===== src/rtl/lif_neuron_param.sv =====
// rtl/lif_neuron_param.sv - parametrised leaky integrate-and-fire neuron with refractory period and spike counter
module lif_neuron_param #(
  parameter int WIDTH         = 8,
  parameter int REFRAC_CYCLES = 4,
  parameter int CNT_WIDTH     = 8,
  parameter int LS_WIDTH      = 3
) (
  input  logic                 clk,
  input  logic                 rst_n,
  input  logic                 en,
  input  logic [WIDTH-1:0]     current,
  input  logic [WIDTH-1:0]     threshold,
  input  logic [LS_WIDTH-1:0]  leak_shift,
  input  logic                 reset_mode,
  input  logic                 count_clr,
  output logic [WIDTH-1:0]     state,
  output logic                 spike,
  output logic                 refractory,
  output logic [CNT_WIDTH-1:0] spike_count
);

  localparam int RC_W = (REFRAC_CYCLES > 0) ? $clog2(REFRAC_CYCLES + 1) : 1;
  localparam logic [RC_W-1:0]      RC_LOAD = RC_W'(REFRAC_CYCLES);
  localparam logic [CNT_WIDTH-1:0] CNT_MAX = '1;

  typedef enum logic {INTEG, REFRAC} fsm_t;

  fsm_t                 fsm_q, fsm_d;
  logic [RC_W-1:0]      rc_q, rc_d;
  logic [WIDTH-1:0]     state_d;
  logic                 spike_d;
  logic [CNT_WIDTH-1:0] count_d;
  logic [WIDTH-1:0]     leak;
  logic [WIDTH:0]       sum;
  logic [WIDTH-1:0]     next_v;

  // leak never exceeds state, so the extra sum bit only ever carries overflow
  always_comb begin
    leak   = (leak_shift == '0) ? '0 : (state >> leak_shift);
    sum    = {1'b0, state} - {1'b0, leak} + {1'b0, current};
    next_v = sum[WIDTH] ? '1 : sum[WIDTH-1:0];
  end

  always_comb begin
    fsm_d   = fsm_q;
    rc_d    = rc_q;
    state_d = state;
    spike_d = 1'b0;
    if (en) begin
      case (fsm_q)
        INTEG: begin
          if (next_v >= threshold) begin
            spike_d = 1'b1;
            state_d = reset_mode ? (next_v - threshold) : '0;
            if (REFRAC_CYCLES > 0) begin
              fsm_d = REFRAC;
              rc_d  = RC_LOAD;
            end
          end else begin
            state_d = next_v;
          end
        end
        REFRAC: begin
          rc_d = rc_q - RC_W'(1);
          if (rc_q == RC_W'(1)) fsm_d = INTEG;
        end
        default: fsm_d = INTEG;
      endcase
    end
    // a clear coinciding with a spike still counts that spike
    if (count_clr)
      count_d = CNT_WIDTH'(spike_d);
    else if (spike_d && (spike_count != CNT_MAX))
      count_d = spike_count + CNT_WIDTH'(1);
    else
      count_d = spike_count;
  end

  always_ff @(posedge clk or negedge rst_n) begin
    if (!rst_n) begin
      fsm_q       <= INTEG;
      rc_q        <= '0;
      state       <= '0;
      spike       <= 1'b0;
      spike_count <= '0;
    end else begin
      fsm_q       <= fsm_d;
      rc_q        <= rc_d;
      state       <= state_d;
      spike       <= spike_d;
      spike_count <= count_d;
    end
  end

  assign refractory = (fsm_q == REFRAC);

endmodule


===== config.mk =====
export PLATFORM = sky130hd
export DESIGN_NAME = lif_neuron_param
export DESIGN_NICKNAME = d
export VERILOG_FILES = /design/src/rtl/lif_neuron_param.sv
export SDC_FILE = /design/constraint.sdc
export NUM_CORES = 1
export LEC_CHECK = 0
export ABC_AREA = 1
export BUFFER_PORTS_ARGS = -buffer_cell sky130_fd_sc_hd__buf_2
export CAP_MARGIN = 10
export CORE_UTILIZATION = 40
export CTS_CLUSTER_DIAMETER = 200
export DETAILED_ROUTE_END_ITERATION = 7
export SKIP_LAST_GASP = 1
export SYNTH_ARGS = -nofsm -noshare
export SYNTH_HDL_FRONTEND = slang
export SYNTH_SLANG_ARGS = --single-unit
export TNS_END_PERCENT = 50

===== constraint.sdc =====
create_clock -name clk -period 7.6 [get_ports clk]
set_input_delay 2.28 -clock clk [delete_from_list [all_inputs] [get_ports clk]]
set_output_delay 2.28 -clock clk [all_outputs]
set_load 0.01 [all_outputs]

==> flow_metrics.py <==
metrics = {
    "synthesis": {
        "yosys.area_share.xor_xnor": 0.0180,
        "synthSimpleGateAreaFrac": 0.359,
        "syn_area_um2": 2430,
        "synth_top_family_by_area": "simple AND/OR/NAND/NOR gates",
        "synth_compound_gate_area_share": 0.0885,
        "ys_seq_area_frac": 0.216,
        "synth_cell_types": 32,
        "avgSynthCellArea_um2": 6.36,
        "ys_warn_count": 0,
        "synthAdderAreaFrac": 0.177,
        "syn_nets": 435,
        "postSynthRegisterBits": 21,
        "synthMuxAreaShare": 0.00463,
        "synth_cells": 382,
    },
    "hold_path": {
        "worstHoldStart": "rc_q[0]$_DFFE_PN0P_",
        "hold_depth": 1,
        "min_path_type": "reg2reg",
        "min_to": "rc_q[0]$_DFFE_PN0P_",
    },
    "timing": {
        "finalHoldViolCount": 0,
        "rsz0062_at_grt": "no",
        "clock_skew_ns": 0.00198,
        "final.setup.tns_ns": 0,
        "drv_slew": 0,
        "period_needed_ns": 6.26,
        "setup_violations": 0,
        "period_share": 0.823,
        "fmax_mhz": 160,
    },
    "drt": {
        "dr.pass1.iters": 4,
        "num_vias": 2395,
        "wl_um": 5580,
        "ant_nets": 0,
        "drt_drc_violations_left": 0,
        "drt_iter0_drc": 136,
        "wl_per_cell_um": 11.2,
        "viasPerCell": 4.79,
    },
    "global_routing": {
        "grt_antenna_before_repair": 0,
        "grt_util_all_layers": 0.183,
        "grt_max_degree": 22,
        "grt-ovfl-total": 0,
        "grt_pass1_wl_um": 9330,
        "grt_pass1_vias": 2109,
    },
    "setup_path": {
        "reg2reg_to": "spike_count[6]$_DFFE_PN0P_",
        "r2r_slack_ns": 3.10,
        "critical_path.max_fanout": 16,
        "required_ns": 7.75,
        "crit_type": "in2reg",
        "end_kind": "flip-flop",
        "crit_arrival_ns": 6.40,
        "crit_path_start_kind": "primary input",
        "reg2regPathDepth": 29,
        "r2r-start": "state[4]$_DFFE_PN0P_",
    },
    "layout": {
        "mostFrequentLayoutCells": "110 x nand2_1, 84 x inv_1, 43 x nor2_1, 41 x buf_2, 26 x nand3_1",
        "multi_input_area_um2": 1580,
        "drive_above_1_share": 0.134,
        "seq_area_um2": 526,
        "nFillCells": 651,
        "area_growth_pct": 13.8,
        "final_common_cell": "nand2_1",
        "fin_nets": 479,
        "antenna_cells": 0,
    },
    "clock_tree": {
        "cts-root-buf": "clkbuf_8",
        "cts_max_level": 1,
        "cts_hold_buf": 0,
        "clkLatencyLatePin_ns": 0.25,
        "cts_buffers": 3,
        "clk_pin_slew_ns": 0.07,
        "clock_sinks": 21,
        "cts_tree": "yes",
        "clockBufferDepth": 2,
        "cts_setup_buffers": 0,
        "ctsResizeCount": 0,
    },
    "floorplanning": {
        "die_h_um": 80.0,
        "die_w_um": 80.0,
        "dieArea_um2": 6390,
        "row_count": 28,
        "core_um2": 5890,
        "start_util": 0.413,
        "io_pins": 42,
    },
    "placed_design": {
        "gp_congestion": 0.828,
        "place_hpwl_um": 4640,
        "io_buffers": 41,
    },
    "run_status": {
        "status": "finished, final reports clean",
    },
    "run": {
        "drv_cap": 0,
    },
}
-- area by class of cell --
class / instances / area share
inverter: 85 / 0.116
tap: 75 / 0.0339
timing repair buffer: 41 / 0.0741
clock buffer: 4 / 0.0163
multi-input combinational: 274 / 0.570
sequential: 21 / 0.190
-- per-layer routing --
metal  track usage  part of all wire  vias to the layer above
met5             0                 0                        -
met4        0.0196            0.0018                        0
met3        0.0206             0.039                        2
met2         0.313              0.47                       54
met1         0.255              0.49                     1079
li1              -                 -                     1260
-- synth_stat cells, drive strengths merged --
master  instances  area [um^2]
ha             20          250
a21oi          15         86.3
xnor2           1         8.76
a31oi           3         18.8
o211ai          3         22.5
or2             5         31.3
o21ai          12         60.1
clkbuf          1         3.75
nand3          28          158
inv            85          322
o22ai           2         12.5
mux2            1         11.3
fa              9          180
dfrtp          21          526
o21bai          2         15.0
nand4           7         43.8
buf             1         3.75
nand3b          4         30.0
nand2         112          430
xor2            4         35.0
nor2           45          179
conb            1         3.75
-- kinds of logic after synthesis --
group                      count (synthesis)
muxes                                      1
adders and majority gates                 29
DFF                                       21
other                                      1
xor gates and xnor gates                   5
buffers and inverters                     87
AOI/OAI and AO/OA                         37
and+or+nand+nor                          201
-- worst max-delay path by stage --
| stage | from | to | slack, ns | cells after the start |
|---|---|---|---|---|
| 6_report | leak_shift[0] | spike_count[6]$_DFFE_PN0P_ | 1.34 | 26 |
| 5_1_grt | leak_shift[0] | spike_count[6]$_DFFE_PN0P_ | 0.90 | 29 |
| 4_1_cts | leak_shift[0] | spike_count[6]$_DFFE_PN0P_ | 1.33 | 26 |
| 3_5_place_dp | leak_shift[0] | spike_count[7]$_DFFE_PN0P_ | 1.08 | 26 |
| 3_3_place_gp | leak_shift[0] | spike_count[3]$_DFFE_PN0P_ | 1.11 | 26 |
| 2_1_floorplan | leak_shift[0] | spike_count[0]$_DFFE_PN0P_ | 1.75 | 26 |
-- metrics by stage --
stage | cell area (um^2) | utilization | setup WS (ns) | hold slack, ns | cells
floorplan | 2430 | - | 1.75 | 0.485 | 382
global placement | 2720 | 0.463 | 1.11 | 0.526 | 496
detailed placement | 2720 | 0.463 | 1.08 | 0.519 | 496
CTS | 2770 | 0.470 | 1.33 | 0.532 | 500
global route | 2770 | 0.470 | 0.895 | 0.550 | 500
finish | 2770 | 0.470 | 1.34 | 0.534 | 500
-- flip-flops by register name, indices dropped and copies added (netlist names) --
signal,cells
rc_q,3
spike,1
spike_count,8
state,8
refractory,1
-- worst max-delay path, cell delays in order --
cell and delay (ns):
buf_2 0.23, mux2_2 0.38, nand2_1 0.06, nand2_1 0.07, a21oi_1 0.13, nor2_1 0.07, fa_1 0.49, fa_1 0.43
inv_1 0.08, nand2_1 0.06, nand2_1 0.10, nand3_1 0.11, nand2_1 0.10, nand2_1 0.05, nand2_1 0.15, o21ai_1 0.16
ha_1 0.40, nand2_1 0.08, nand2_1 0.13, nand3_2 0.11, nand3_4 0.13, nand2_4 0.08, a21oi_4 0.28, inv_4 0.11
nand3_1 0.08, nand2_1 0.06
Power is left out: the tool's default activity adds up to more than one toggle a clock period on the data nets, which glitch-free logic cannot reach.
